--- config.mk ---
export PLATFORM = sky130hd
export DESIGN_NAME = pixel_frame_loader
export DESIGN_NICKNAME = d
export VERILOG_FILES = /design/src/rtl/pixel_frame_loader.sv
export SDC_FILE = /design/constraint.sdc
export NUM_CORES = 2
export LEC_CHECK = 0
export BUFFER_PORTS_ARGS = -buffer_cell sky130_fd_sc_hd__buf_2
export CORE_AREA = 3 3 611 613
export DETAILED_ROUTE_END_ITERATION = 16
export DIE_AREA = 0 0 614 616
export SYNTH_ARGS = -nofsm -noshare
export SYNTH_HDL_FRONTEND = slang
export SYNTH_SLANG_ARGS = --single-unit
--- constraint.sdc ---
create_clock -name clk -period 2.3 [get_ports clk]
set_input_delay 0.23 -clock clk [delete_from_list [all_inputs] [get_ports clk]]
set_output_delay 0.23 -clock clk [all_outputs]
set_load 0.05 [all_outputs]
--- src/rtl/pixel_frame_loader.sv ---
// Streams 8-bit pixels into a packed frame for the classifier wrapper, pulses start,
// then waits for a done rising edge (or timeout) and reports the predicted digit.
module pixel_frame_loader #(
    parameter int unsigned DATA_WIDTH     = 8,
    parameter int unsigned VECTOR_SIZE    = 196,
    parameter int unsigned START_CYCLES   = 2,
    parameter int unsigned TIMEOUT_CYCLES = 4096
) (
    input  logic                              clk,
    input  logic                              reset,
    input  logic [DATA_WIDTH-1:0]             pix_data,
    input  logic                              pix_valid,
    input  logic                              pix_sof,
    output logic                              pix_ready,
    output logic [DATA_WIDTH*VECTOR_SIZE-1:0] pixels_in,
    output logic                              start,
    input  logic                              done,
    input  logic [3:0]                        predict_digit,
    output logic [3:0]                        digit_out,
    output logic                              digit_valid,
    output logic                              busy,
    output logic                              timeout_err
);

    localparam int unsigned FW = DATA_WIDTH * VECTOR_SIZE;
    localparam int unsigned CW = $clog2(VECTOR_SIZE + 1);
    localparam int unsigned SW = (START_CYCLES > 1) ? $clog2(START_CYCLES) : 1;
    localparam int unsigned TW = (TIMEOUT_CYCLES > 1) ? $clog2(TIMEOUT_CYCLES) : 1;

    localparam logic [CW-1:0] FRAME_LAST = CW'(VECTOR_SIZE);
    localparam logic [SW-1:0] START_LAST = SW'(START_CYCLES - 1);
    localparam logic [TW-1:0] TIME_LAST  = TW'(TIMEOUT_CYCLES - 1);

    typedef enum logic [1:0] {
        S_LOAD  = 2'd0,
        S_START = 2'd1,
        S_WAIT  = 2'd2
    } state_t;

    state_t          r_state;
    state_t          w_next;

    logic [FW-1:0]   r_pixels;
    logic [CW-1:0]   r_count;
    logic [SW-1:0]   r_scnt;
    logic [TW-1:0]   r_timer;
    logic            r_done_d;
    logic [3:0]      r_digit;
    logic            r_digit_valid;
    logic            r_timeout_err;

    logic            w_accept;
    logic [CW-1:0]   w_count_inc;
    logic            w_frame_full;
    logic            w_done_rise;
    logic            w_start_end;
    logic            w_timeout;

    assign w_accept     = (r_state == S_LOAD) && pix_valid;
    assign w_count_inc  = pix_sof ? CW'(1) : (r_count + CW'(1));
    assign w_frame_full = w_accept && (w_count_inc == FRAME_LAST);
    assign w_done_rise  = done && !r_done_d;
    assign w_start_end  = (r_state == S_START) && (r_scnt == START_LAST);
    // A done edge on the final timer cycle still counts as completion.
    assign w_timeout    = (TIMEOUT_CYCLES != 0) && (r_state == S_WAIT) &&
                          !w_done_rise && (r_timer == TIME_LAST);

    always_ff @(posedge clk or negedge reset) begin
        if (!reset) begin
            r_state <= S_LOAD;
        end else begin
            r_state <= w_next;
        end
    end

    always_comb begin
        w_next    = r_state;
        pix_ready = 1'b0;
        start     = 1'b0;
        busy      = 1'b0;
        case (r_state)
            S_LOAD: begin
                pix_ready = 1'b1;
                if (w_frame_full) w_next = S_START;
            end
            S_START: begin
                start = 1'b1;
                busy  = 1'b1;
                if (w_start_end) w_next = S_WAIT;
            end
            S_WAIT: begin
                busy = 1'b1;
                if (w_done_rise || w_timeout) w_next = S_LOAD;
            end
            default: w_next = S_LOAD;
        endcase
    end

    always_ff @(posedge clk or negedge reset) begin
        if (!reset) begin
            r_pixels      <= '0;
            r_count       <= '0;
            r_scnt        <= '0;
            r_timer       <= '0;
            r_done_d      <= 1'b0;
            r_digit       <= '0;
            r_digit_valid <= 1'b0;
            r_timeout_err <= 1'b0;
        end else begin
            r_done_d      <= done;
            r_digit_valid <= 1'b0;

            // Partial data before a pix_sof is simply shifted out by the new frame.
            if (w_accept) begin
                r_pixels <= {r_pixels[FW-DATA_WIDTH-1:0], pix_data};
                r_count  <= w_frame_full ? '0 : w_count_inc;
            end
            if (w_frame_full) r_timeout_err <= 1'b0;

            r_scnt  <= ((r_state == S_START) && !w_start_end) ? (r_scnt + SW'(1)) : '0;
            r_timer <= (r_state == S_WAIT) ? (r_timer + TW'(1)) : '0;

            if ((r_state == S_WAIT) && w_done_rise) begin
                r_digit       <= predict_digit;
                r_digit_valid <= 1'b1;
            end
            if (w_timeout) r_timeout_err <= 1'b1;
        end
    end

    assign pixels_in   = r_pixels;
    assign digit_out   = r_digit;
    assign digit_valid = r_digit_valid;
    assign timeout_err = r_timeout_err;

endmodule

==> results.txt <==
----------------------------------------------------
[Yosys]
  Register bit count reported by yosys ... 1598
  Post-synthesis adder-cell area fraction ... 0.00105
  Compound-Gate Fraction of Synth Area ... 0.00236
  Yosys warning total ... 0
  Share of Yosys cell area claimed by the top area cell type ... 0.669
  Synth Area in XOR/XNOR ... 0.00205
  Cell type with the largest total area after synthesis ... dfrtp_1
  Count of distinct cell types in the synthesized netlist ... between 40 and 50
  Fraction of synthesized area in multiplexers ... 0.00115
  Most area-consuming cells after synthesis ... dfrtp_1 (67%), nand2_1 (30%), clkbuf_1 (2.2%)
  Synthesized cell area ... ~60000 µm²
  Seq/Total Area, Yosys ... 0.669
  Syn Nets ... a little under 7000
  Dominant combinational cell family by area after synthesis ... simple AND/OR/NAND/NOR gates
  Post-synthesis share of cell area spent on and, or, nand and nor gates ... 0.302
  Cell count after synthesis ... between 6000 and 7000
  Average footprint of a synthesized cell ... approximately 9 µm²

[STA]
  Worst clock skew ... ~0.053 ns
  Fmax ... 0.460 GHz
  Setup total negative slack ... 0 ns
  Clock period minus final worst setup slack ... around 2.2 ns
  Setup repair after global routing missed its margin ... no
  Worst slew margin relative to its limit ... 0.452
  Final Hold Vio Count ... 0
  Final setup violation count ... 0
  Total count of max-transition violations in the final report ... 0
  Share of the cycle needed by the critical path after routing ... 0.946
  Worst-Margin Slew ... approximately 0.82 ns

[Clock network]
  CTS sink cnt ... around 1600
  Clock latency reported for the late side of the worst-skew pair ... 0.84 ns
  Clock edge transition at the registers on the reported setup and hold paths ... 0.06 ns
  Number of CTS-inserted buffers ... ~190
  Clock tree buffer depth ... 4
  Clk root buf ... clkbuf_16
  Clock tree from TritonCTS ... done
  Maximum level of the CTS H-tree ... 4

[Route]
  Post-DRT Antenna Nets ... 0
  Detailed route wirelength on metal3 ... around 16000 µm
  Vias per Instance ... 3.77
  Total routed wirelength ... 262000 µm
  Met1 wire length ... between 100000 and 150000 µm
  Number of DRC markers after the initial detailed-route iteration ... around 4000
  DR vias ... around 51000
  Routed length on met2 ... ~130000 µm
  Highest metal used ... met4
  DR pass1 iterations ... 6
  DRC violations left ... 0
  Routed wire per std cell ... between 15 and 20 µm

[Status]
  Run status ... completed

[Place]
  Number of port buffers ... ~1600
  HPWL after detailed placement ... between 200000 and 250000 µm
  Routability Congestion ... between 0.9 and 1
  Area of placed instances ... between 70000 and 80000 µm²
  Number of cells after detailed placement ... approximately 13000

[Finish]
  Sequential cell area ... 40000 µm²
  Share of post-route cells with drive strength above 1 ... 0.249
  Area added between synthesis and finish ... 37.0%
  Total area of multi-input combinational cells ... between 15000 and 20000 µm²
  Count of nets after finishing ... between 8000 and 9000
  Number of inserted filler cells in the final layout ... between 40000 and 50000
  Final cell count without fillers ... between 10000 and 15000
  Final cell area excluding filler cells ... slightly above 80000 µm²

[Worst setup path]
  Worst Setup Start Kind ... flip-flop
  Worst Path Max Fanout ... 43
  Arrival time reported for the critical path endpoint ... a little under 3 ns
  Crit. End Element ... flip-flop
  Critical path required time ... between 3 and 4 ns
  Category of the critical setup timing path ... reg2reg

[Power and ir drop]
  Max rail drop VDD ... between 0.5 and 0.6 mV
  Leak ... 0.0490 µW
  Pwr per Cell Area ... around 810 nW/µm²

[Global routing]
  Number of global-route vias before repair ... 49200
  Number of antenna violations at the first check in global routing ... 20
  Global route overflow ... 0
  Largest net degree at the start of global routing ... 130
  Global-route wire length before repair ... 369000 µm
  Total Routing Usage GR ... 0.133

[Floorplanning]
  Number of top-level pins ... about 1600
  Die width ... slightly above 600 µm
  Die footprint ... 378000 µm²
  Core Area ... between 300000 and 400000 µm²
  Initial core utilization ... 0.162
  Row count ... roughly 220
  Die boundary height ... just over 600 µm

[Min path]
  Min-delay worst type ... in2reg

[Job]
  Maxcap violations ... 0

----------------------------------------------------
[placed cells by master, fill, tap and decap left out, types with 8 or more instances in the layout]
| master | synthesis | layout |
|---|---|---|
| and2_1 | 13 | 12 |
| buf_12 | 0 | 75 |
| buf_2 | 2 | 1589 |
| buf_4 | 0 | 162 |
| bufinv_16 | 0 | 16 |
| clkbuf_1 | 347 | 42 |
| clkbuf_16 | 0 | 187 |
| clkbuf_8 | 0 | 41 |
| clkinv_2 | 0 | 32 |
| dfrtp_1 | 1598 | 1594 |
| dlygate4sd3_1 | 0 | 18 |
| nand2_1 | 4720 | 4719 |
| nand3_1 | 8 | 8 |
| xnor2_1 | 9 | 9 |
[layout make-up]
| type | instances | share of cell area |
|---|---|---|
| multi-input combinational | 4814 | 0.225 |
| timing repair buffer | 1846 | 0.133 |
| clock buffer | 270 | 0.0660 |
| clock inverter | 69 | 0.0116 |
| sequential | 1598 | 0.488 |
| tap | 4950 | 0.0756 |
| inverter | 5 | 0.000229 |
| antenna | 4 | 0.000122 |
[sequential cells by signal, indices dropped and copies added, names as in the netlist]
register     count
pixels_in     1568
r_timer         12
r_count          8
digit_out        4
r_state          2
digit_valid      1
r_done_d         1
r_scnt           1
timeout_err      1
[where the power goes]
part	internal [µW]	switching, µW
combinational	1130	4850
clock	18200	12600
sequential	28800	856
[metrics by stage]
| stage | hold slack, ns | utilization | setup slack, ns | power (µW) |
|---|---|---|---|---|
| finish | 0.132 | 0.222 | 0.124 | 66400 |
| global route | 0.0606 | 0.222 | 0.0114 | 68900 |
| CTS | 0.0288 | 0.222 | 0.00525 | 67400 |
| detailed placement | 0.269 | 0.204 | 0.219 | 36100 |
| global placement | 0.261 | 0.204 | 0.209 | 36100 |
| floorplan | -0.0656 | - | 0.131 | 33300 |
[Yosys cell counts]
cell type	n
and4_1	2
dfrtp_1	1598
o211ai_1	3
nand3_1	8
buf_2	2
ha_1	5
nor3_1	1
o22a_1	2
o31ai_1	1
nor2b_1	5
mux2_2	4
buf_1	3
a22o_2	1
xor2_1	5
nor2_1	4
o311ai_0	1
and3_4	2
o41ai_1	2
inv_1	5
nand2_1	4720
a21oi_1	1
clkbuf_1	347
o21a_1	1
and3_1	5
or4_1	1
nor4_1	1
nand2b_1	2
mux2i_1	1
a32o_1	1
nand3_2	1
mux2i_2	1
nand4_1	1
o21ai_0	4
or4_4	1
and2_1	13
xnor2_1	9
nand4b_1	1
o311ai_1	1
a31oi_1	1
nand3b_1	2
buf_6	2
[final timing paths]
kind / start / end / slack, ns / depth (start not counted)
max: r_state[0] / pixels_in[80] / 0.12 / 9
min: done / r_done_d / 0.13 / 2
max reg2reg: r_state[0] / pixels_in[80] / 0.12 / 9
min reg2reg: r_scnt / r_scnt / 0.44 / 1
max in group asynchronous: reset / pixels_in[76] / 0.56 / 4
min in group asynchronous: reset / pixels_in[1100] / 0.61 / 3
[cells by family (layout without fill, tap and decap cells)]
family	count (synthesis)	in the layout
simple gates	4770	4770
flops	1598	1598
xor+xnor	14	14
mux	6	6
compound gates	19	19
other cells	0	4
fa+ha+maj	5	5
buf+inv	359	2190
[per-layer routing]
layer | track usage | up-vias
met4 | 0.0651 | 0
met2 | 0.227 | 1692
met5 | 0 | -
li1 | - | 23800
met1 | 0.156 | 25200
met3 | 0.0285 | 484
[repair_timing]
item	CTS	global route
pin swaps	0	0
gates cloned	0	0
buffers inserted	0	3
hold buffers	19	0
setup endpoints to repair	7	4
resized for setup	7	3
endpoints found under the hold margin	937	0
[critical path, cell delays in order (launching register included)]
cell and delay (ns):
dfrtp_1 0.40, inv_1 0.10, ha_2 0.20, and2_4 0.18, buf_12 0.15, buf_12 0.15
buf_12 0.20, buf_12 0.25, nand2_1 0.19, nand2_1 0.11
Power figures use the tool's default switching activity.
